[src/rtl/exp_sequencer.sv]
// exp_sequencer: upstream sequencer for the node array's Metropolis acceptance exponent.
//
// After reset a serial restoring divider fills a table with floor(2^16/k) for
// k = 1..MAX_ORDER (17 cycles per entry, one quotient bit per cycle, MSB first).
// Once the table is built, each accepted start produces one init/run/fin sequence
// on the broadcast node controls, with exp_recip carrying 1/k (unsigned Q1.16)
// for every cycle of exp_run.
//
// Ports:
//   clk          in   single clock, rising edge
//   reset        in   synchronous, active-high
//   start        in   one-cycle sequence request
//   order        in   number of series terms, sampled with start
//   table_ready  out  1/k table built; start only accepted when high
//   busy         out  sequence in progress (init through fin)
//   done         out  one-cycle pulse coincident with exp_fin
//   exp_init     out  one-cycle pulse: nodes clear accumulators
//   exp_run      out  high for order cycles, one term per cycle
//   exp_fin      out  one-cycle pulse: nodes finalise result
//   exp_recip    out  floor(2^16/k) while exp_run is high, 0 otherwise
module exp_sequencer #(
  parameter int unsigned MAX_ORDER = 16,
  parameter int unsigned ORDER_LOG = 5
) (
  input  logic                 clk,
  input  logic                 reset,
  input  logic                 start,
  input  logic [ORDER_LOG-1:0] order,
  output logic                 table_ready,
  output logic                 busy,
  output logic                 done,
  output logic                 exp_init,
  output logic                 exp_run,
  output logic                 exp_fin,
  output logic [16:0]          exp_recip
);

  // Table is sized to the full k counter range so any counter value is a legal index.
  localparam int unsigned          TblDepth = 2 ** ORDER_LOG;
  localparam logic [ORDER_LOG-1:0] MaxK     = ORDER_LOG'(MAX_ORDER);
  localparam logic [ORDER_LOG-1:0] OneK     = ORDER_LOG'(1);
  localparam logic [4:0]           LastBit  = 5'd16;

  typedef enum logic [2:0] {
    StTbl,
    StIdle,
    StInit,
    StRun,
    StFin
  } state_e;

  state_e               state_q, state_d;

  // Divider state
  logic [4:0]           bit_q, bit_d;
  logic [ORDER_LOG-1:0] div_k_q, div_k_d;
  logic [16:0]          rem_q, rem_d;
  logic [15:0]          quo_q, quo_d;
  logic                 tbl_done_q, tbl_done_d;
  logic [17:0]          rem_shift;
  logic [16:0]          rem_next;
  logic                 q_bit;
  logic                 tbl_we;
  logic [16:0]          tbl_wdata;
  logic [16:0]          recip_q [TblDepth];

  // Sequence state
  logic [ORDER_LOG-1:0] run_k_q, run_k_d;
  logic [ORDER_LOG-1:0] run_n_q, run_n_d;
  logic [ORDER_LOG-1:0] order_eff;
  logic                 accept;

  // Registered outputs
  logic                 table_ready_q;
  logic                 busy_q;
  logic                 done_q;
  logic                 exp_init_q;
  logic                 exp_run_q;
  logic                 exp_fin_q;
  logic [16:0]          exp_recip_q;
  logic [16:0]          exp_recip_d;

  // One restoring-division step. The dividend 2^16 has a single 1 at its MSB,
  // which is shifted in on the first step of each k.
  always_comb begin
    rem_shift = {rem_q, (bit_q == 5'd0)};
    q_bit     = (rem_shift >= 18'(div_k_q));
    rem_next  = q_bit ? 17'(rem_shift - 18'(div_k_q)) : 17'(rem_shift);
    tbl_wdata = {quo_q, q_bit};
  end

  always_comb begin
    order_eff = (order > MaxK) ? MaxK : order;
    accept    = start && table_ready_q && (order != '0);
  end

  always_comb begin
    state_d    = state_q;
    bit_d      = bit_q;
    div_k_d    = div_k_q;
    rem_d      = rem_q;
    quo_d      = quo_q;
    tbl_done_d = tbl_done_q;
    tbl_we     = 1'b0;
    run_k_d    = run_k_q;
    run_n_d    = run_n_q;

    unique case (state_q)
      StTbl: begin
        if (tbl_done_q) begin
          // One extra cycle after the last write so table_ready rises at 17*MAX_ORDER.
          state_d = StIdle;
        end else begin
          rem_d = rem_next;
          quo_d = {quo_q[14:0], q_bit};
          if (bit_q == LastBit) begin
            tbl_we = ~reset;
            bit_d  = 5'd0;
            rem_d  = '0;
            quo_d  = '0;
            if (div_k_q == MaxK) begin
              tbl_done_d = 1'b1;
            end else begin
              div_k_d = div_k_q + OneK;
            end
          end else begin
            bit_d = bit_q + 5'd1;
          end
        end
      end
      StIdle: begin
        if (accept) begin
          state_d = StInit;
          run_n_d = order_eff;
        end
      end
      StInit: begin
        state_d = StRun;
        run_k_d = OneK;
      end
      StRun: begin
        if (run_k_q == run_n_q) begin
          state_d = StFin;
        end else begin
          run_k_d = run_k_q + OneK;
        end
      end
      StFin: begin
        state_d = StIdle;
      end
      default: begin
        state_d = StTbl;
      end
    endcase
  end

  // Registered table read addressed by the next k, so exp_recip lines up with exp_run.
  always_comb begin
    exp_recip_d = '0;
    if (state_d == StRun) begin
      exp_recip_d = recip_q[run_k_d];
    end
  end

  // Table has no reset: every entry that can be read is rewritten after each reset.
  always_ff @(posedge clk) begin
    if (tbl_we) begin
      recip_q[div_k_q] <= tbl_wdata;
    end
  end

  always_ff @(posedge clk) begin
    if (reset) begin
      state_q       <= StTbl;
      bit_q         <= 5'd0;
      div_k_q       <= OneK;
      rem_q         <= '0;
      quo_q         <= '0;
      tbl_done_q    <= 1'b0;
      run_k_q       <= '0;
      run_n_q       <= '0;
      table_ready_q <= 1'b0;
      busy_q        <= 1'b0;
      done_q        <= 1'b0;
      exp_init_q    <= 1'b0;
      exp_run_q     <= 1'b0;
      exp_fin_q     <= 1'b0;
      exp_recip_q   <= '0;
    end else begin
      state_q       <= state_d;
      bit_q         <= bit_d;
      div_k_q       <= div_k_d;
      rem_q         <= rem_d;
      quo_q         <= quo_d;
      tbl_done_q    <= tbl_done_d;
      run_k_q       <= run_k_d;
      run_n_q       <= run_n_d;
      table_ready_q <= (state_d != StTbl);
      busy_q        <= (state_d == StInit) || (state_d == StRun) || (state_d == StFin);
      done_q        <= (state_d == StFin);
      exp_init_q    <= (state_d == StInit);
      exp_run_q     <= (state_d == StRun);
      exp_fin_q     <= (state_d == StFin);
      exp_recip_q   <= exp_recip_d;
    end
  end

  assign table_ready = table_ready_q;
  assign busy        = busy_q;
  assign done        = done_q;
  assign exp_init    = exp_init_q;
  assign exp_run     = exp_run_q;
  assign exp_fin     = exp_fin_q;
  assign exp_recip   = exp_recip_q;

endmodule

[config.mk]
export PLATFORM = sky130hd
export DESIGN_NAME = exp_sequencer
export DESIGN_NICKNAME = d
export VERILOG_FILES = /design/src/rtl/exp_sequencer.sv
export SDC_FILE = /design/constraint.sdc
export NUM_CORES = 1
export LEC_CHECK = 0
export BUFFER_PORTS_ARGS = -buffer_cell sky130_fd_sc_hd__buf_2
export CAP_MARGIN = 10
export CORE_ASPECT_RATIO = 0.75
export CORE_MARGIN = 8
export CORE_UTILIZATION = 60
export DETAILED_ROUTE_END_ITERATION = 12
export PLACE_DENSITY = 0.86
export SYNTH_ARGS = -nofsm -noshare
export SYNTH_HDL_FRONTEND = slang
export SYNTH_SLANG_ARGS = --single-unit
[constraint.sdc]
create_clock -name clk -period 5.9 [get_ports clk]
set_clock_uncertainty 0.15 [all_clocks]
set_input_delay 0 -clock clk [delete_from_list [all_inputs] [get_ports clk]]
set_output_delay 0 -clock clk [all_outputs]
set_load 0.02 [all_outputs]
**Yosys cells after proc, flatten, opt, wreduce, memory -nomap -nowiden**

Memory sizes are Yosys's and may differ from the RTL's. A register that Yosys moved wholly into a read port is not among the register bits.
Cells that the tools add are included.

- Bits in registers: 62
- RAM bits: 544
- Input bits: 8
- Word-level logic and storage cells: 65
- Memories kept: 1

Memory list:

| name | words | width | rd ports | clocked after Yosys merged registers in | write ports | line | RTL |
|---|---|---|---|---|---|---|---|
| recip_q | 32 | 17 | 1 | 1 | 1 | 65 | `logic [16:0] recip_q [TblDepth];` |

- Add/sub/neg operators: 4
- Magnitude comparators: 2
- Equal/unequal tests: 10
- Mux-type cells: 19
- Bitwise operators: 4
- Reduce and logical (&&, ||, !) cells: 12

Operators by type and width:

| cell | number |
|---|---|
| $mux W17 | 2 |
| $ge A18 B5 Y1 | 1 |
| $sub A17 B5 Y17 | 1 |
| $mux W16 | 1 |
| $add A5 B1 Y5 const B | 3 |
| $mux W5 | 3 |
| $pmux W3 S5 | 1 |
| $eq A3 B2 Y1 const B | 4 |
| $eq A5 B5 Y1 const B | 2 |
| $pmux W5 S2 | 1 |
| $mux W3 | 3 |
| $mux W1 | 8 |
| $eq A3 B3 Y1 const B | 2 |
| $eq A5 B5 Y1 | 1 |
| $gt A5 B5 Y1 const B | 1 |
| $logic_not A5 Y1 | 1 |
| $reduce_bool A5 Y1 | 1 |
| $not A1 Y1 | 4 |
| $reduce_and A2 Y1 | 2 |
| $reduce_and A4 Y1 | 1 |
| $eq A3 B1 Y1 const B | 1 |
| $logic_not A3 Y1 | 1 |
| $reduce_bool A3 Y1 | 1 |
| $logic_and A1 B1 Y1 | 2 |
| 2 further kinds | 3 |

**Longest topological paths before layout**

- Word-level depth: 7
- Mapped depth: 14
- Mapped depth without buffers: 13

**Worst setup path before layout**

OpenSTA, ideal clock, no wires.

- Path kind: register to register
- Start: reg bit_q[0]
- End: reg rem_q[7]
- Library setup time: 0.074 ns
- Arrival time: 3.328 ns
- Data required time: 5.676 ns
- Setup slack: 2.347 ns
- Cell stages (with the launch flop): 15
- Buffers on the path: 1
- Cells stage by stage: dfxtp_1 > inv_1 > ha_1 > or4b_2 > ha_1 > fa_1 > nor2b_1 > o21ai_0 > a21boi_0 > or4_4 > buf_6 > nand3b_1 > or3_1 > xor2_1 > o21ai_0

- Longest elaborated chain between the ends: 4
- Elaborated cells between the ends (all ways): 6
- Classes of those cells: add/sub (1); order compare (1); eq/ne (1); mux (2); reduce/logical (1)

Ends and longest elaborated chain:

| item | line | RTL |
|---|---|---|
| start, declared | 55 | `logic [4:0] bit_q, bit_d;` |
| start signal, assigned | 191 | `bit_q <= bit_d;` |
| $logic_not A5 Y1 | 86 | `rem_shift = {rem_q, (bit_q == 5'd0)};` |
| $ge A18 B5 Y1 | 87 | `q_bit = (rem_shift >= 18'(div_k_q));` |
| named net q_bit | 62 | `logic q_bit;` |
| $mux W17 | 88 | `rem_next = q_bit ? 17'(rem_shift - 18'(div_k_q)) : 17'(rem_shift);` |
| $mux W17 | 116 | `if (bit_q == LastBit) begin` |
| end signal, assigned | 193 | `rem_q <= rem_d;` |
| end, declared | 57 | `logic [16:0] rem_q, rem_d;` |

The timed path passes the listed nets, and every way through them passes these cells.
A chain may end at the register's enable or synchronous reset.

**Final worst setup path**

- Start: reg bit_q[0]
- End: reg rem_q[15]

- Longest elaborated chain between the ends: 4
- Elaborated cells between the ends (all ways): 6
- Classes of those cells: add/sub (1); order compare (1); eq/ne (1); mux (2); reduce/logical (1)

Ends and longest elaborated chain:

| item | line |
|---|---|
| $logic_not A5 Y1 | 86 |
| $sub A17 B5 Y17 / $ge A18 B5 Y1 (equally long branches) | 88, 87 |
| $mux W17 | 88 |
| $mux W17 * | 116 |

Mark *: on every way between the ends. The rest lies on a longest branch, timed or not.

==> flow_summary.ini <==
[place]
dpl_cell_area_sq_um = 25990
numPortBuffers = 30
post-place-ws_ns = 1.731
hpwl_um = 37210
routabilityCongestion = 0.9070

[timing]
fin_crit_sh_pct = 71.61
finalSetupTns_ns = 0
worst_slack_ns = 1.675
slew_violations = 0
fmax_ghz = 0.2367
rsz0062_at_grt = false
period_needed_ns = 4.225
setup_viol = 0
finalHoldViolCount = 0
relSlewSlack_pct = 12.52
worst_slew_pin_slew_ns = 1.310

[clock_tree]
clk_pin_slew_worst_paths_ns = 0.06
cts-root-buf = clkbuf_16
tritoncts = built
cts_buffers = 55
max-clock-path-buffers = 3
clk_latency_ns = 0.60
clkSinkCount = 623
htree_num_levels = 2

[global_route]
grt_first_pass_wirelength_um = 97580
grt_use_total_pct = 26.13
grt_antenna_before_repair = 2
grt_pass1_vias = 16673
grt_max_degree = 79
grt_overflow = 0

[worst_setup_path]
cp_data_arrival_time_ns = 4.54
r2r-start = bit_q[0]
critical_path_class = reg2reg
ff2ff_setup_slack_ns = 1.67
worstPathMaxFanout = 42
crit_path_end_kind = register
cp_data_required_time_ns = 6.21
r2r_end = rem_q[15]
startpoint_type = register
r2r_cells = 13

[detailed_routing]
postRouteAntennaNets = 0
drtIter0Drc = 2682
remaining_drc_errors = 0
vias_per_cell = 6.841
wl_per_cell_um = 26.28
first_pass_iters = 8
routed_wl_um = 64790
vias = 16862

[logic_synthesis]
yosysTopAreaCellShare_pct = 65.03
syn_avg_cell_area_sq_um = 13.78
yosys_warnings = 0
synth.top_cells.by_count = 544 x edfxtp_1, 196 x nand2_1, 105 x nor2_1
synth.largest_area_cell = edfxtp_1
synth-edff-count = 544
syn-instance-count = 1823
synthTopCellsByArea = edfxtp_1 65%, dfxtp_1 6.3%, nand2_1 2.9%
synth_top_flop_cell = edfxtp_1
netlist_area_sq_um = 25120
async_flop_share_pct = 0
ys_seq_elements = 623
syn_nets = 1844
ys_seq_area_share_pct = 71.33
synth_cell_types = 66
synth_most_common_cell = edfxtp_1

[cells_and_area]
postLayoutCellArea_sq_um = 27850
layout-drive-gt1-share_pct = 10.81
area_delta_synth_final_pct = 10.88
fin_nets = 1872
diodes = 0
fin_util_pct = 66.76

[die]
die_area_sq_um = 48740
num_io_pins = 31
die_w_um = 252.3
start_util_pct = 60.21
die_h_um = 193.2
core-area_sq_um = 41720
num_rows = 65

[flow_run]
maxCapViolCount = 0

[power]
power.density_nw_per_um2 = 317.2
leakagePower_nw = 9.648
total_power_w = 0.008836
ir_drop_mv = 0.2489

[hold_path]
worstHoldStart = start
min_to = exp_init
worstHoldPathCells = 5
hp-class = in2reg

[outcome]
outcome = complete, no violations
==> worst max-delay path, stage by stage, from the launching register on <==
cell and delay (ns):
dfxtp_1 0.35, inv_1 0.07, ha_1 0.17, or4b_2 0.62, ha_1 0.24, fa_1 0.40, nor2b_1 0.12, o21ai_0 0.10
a21boi_0 0.41, or4_4 0.55, nand4bb_1 0.23, or4_1 0.45, xor2_1 0.16, o21ai_0 0.08
==> worst max-delay path by stage <==
stage	start	to	slack (ns)	depth (start not counted)
3_3_place_gp	bit_q[0]	rem_q[15]	1.85	13
5_1_grt	bit_q[0]	rem_q[15]	1.33	13
3_5_place_dp	bit_q[0]	rem_q[15]	1.73	13
4_1_cts	bit_q[0]	rem_q[15]	1.72	13
2_1_floorplan	bit_q[0]	rem_q[7]	2.35	14
6_report	bit_q[0]	rem_q[15]	1.67	13
==> state kept, by name, summed over array words and instances (netlist names) <==
name,cells
run_k_q,5
run_n_q,5
recip_q,544
exp_recip,17
state_q,3
exp_fin,1
quo_q,16
tbl_done_q,1
busy,1
exp_init,1
bit_q,5
exp_run,1
rem_q,17
div_k_q,5
table_ready,1
==> cell families after synthesis <==
| family | share of synthesized area (%) |
|---|---|
| xor gates and xnor gates | 0.9763 |
| AOI/OAI and AO/OA | 10.81 |
| buffers and inverters | 2.187 |
| adders and majority gates | 0.6774 |
| DFF | 71.33 |
| muxes | 3.198 |
| and+or+nand+nor | 10.82 |
==> per-stage QoR <==
| stage | std cells | hold slack [ns] |
|---|---|---|
| 2_1_floorplan | 1823 | -0.006057 |
| 3_3_place_gp | 2349 | 0.1762 |
| 3_5_place_dp | 2349 | 0.1834 |
| 4_1_cts | 2461 | 0.01165 |
| 5_1_grt | 2465 | 0.07902 |
| 6_report | 2465 | 0.04617 |
==> layer usage <==
| layer | up-vias | global-route usage [%] | wire length [um] |
|---|---|---|---|
| met5 | - | 0 | 13 |
| met4 | 2 | 9.909 | 2310 |
| met3 | 202 | 5.304 | 8471 |
| met2 | 1314 | 42.43 | 30360 |
| met1 | 8214 | 34.99 | 23630 |
| li1 | 7130 | - | - |
==> where the power goes <==
part / leakage (nW) / switching, W / total [W] / internal, W
combinational: 3.18 / 0.000287 / 0.000507 / 0.000219
sequential: 5.64 / 0.0000597 / 0.00492 / 0.00486
clock: 0.821 / 0.00156 / 0.00341 / 0.00185
total: 9.65 / 0.00190 / 0.00884 / 0.00693
==> what timing repair did <==
item                      CTS  global route
hold endpoints to repair   45             0
setup buffers               0             0
hold buffers               10             0
gates resized for setup     0             0
==> placed cells by master, fill, tap and decap left out, drive strengths merged, types with 60 or more instances in the layout <==
cell,instances
dfxtp,79
a221oi,60
mux2i,60
nand2,196
edfxtp,544
o21ai,80
nand3,92
nor2,105
buf,84
clkbuf,87
==> area by class of cell <==
type | instances | area, sq um
Clock buffer | 87 | 1598
Multi-Input combinational cell | 1066 | 6766
Timing Repair Buffer | 94 | 735.7
Sequential cell | 623 | 17920
Inverter | 11 | 41.29
Tap cell | 569 | 711.9
Fill cell | 2675 | 13870
Clock inverter | 15 | 81.33
Note: power is estimated with default switching activity, not from simulation.
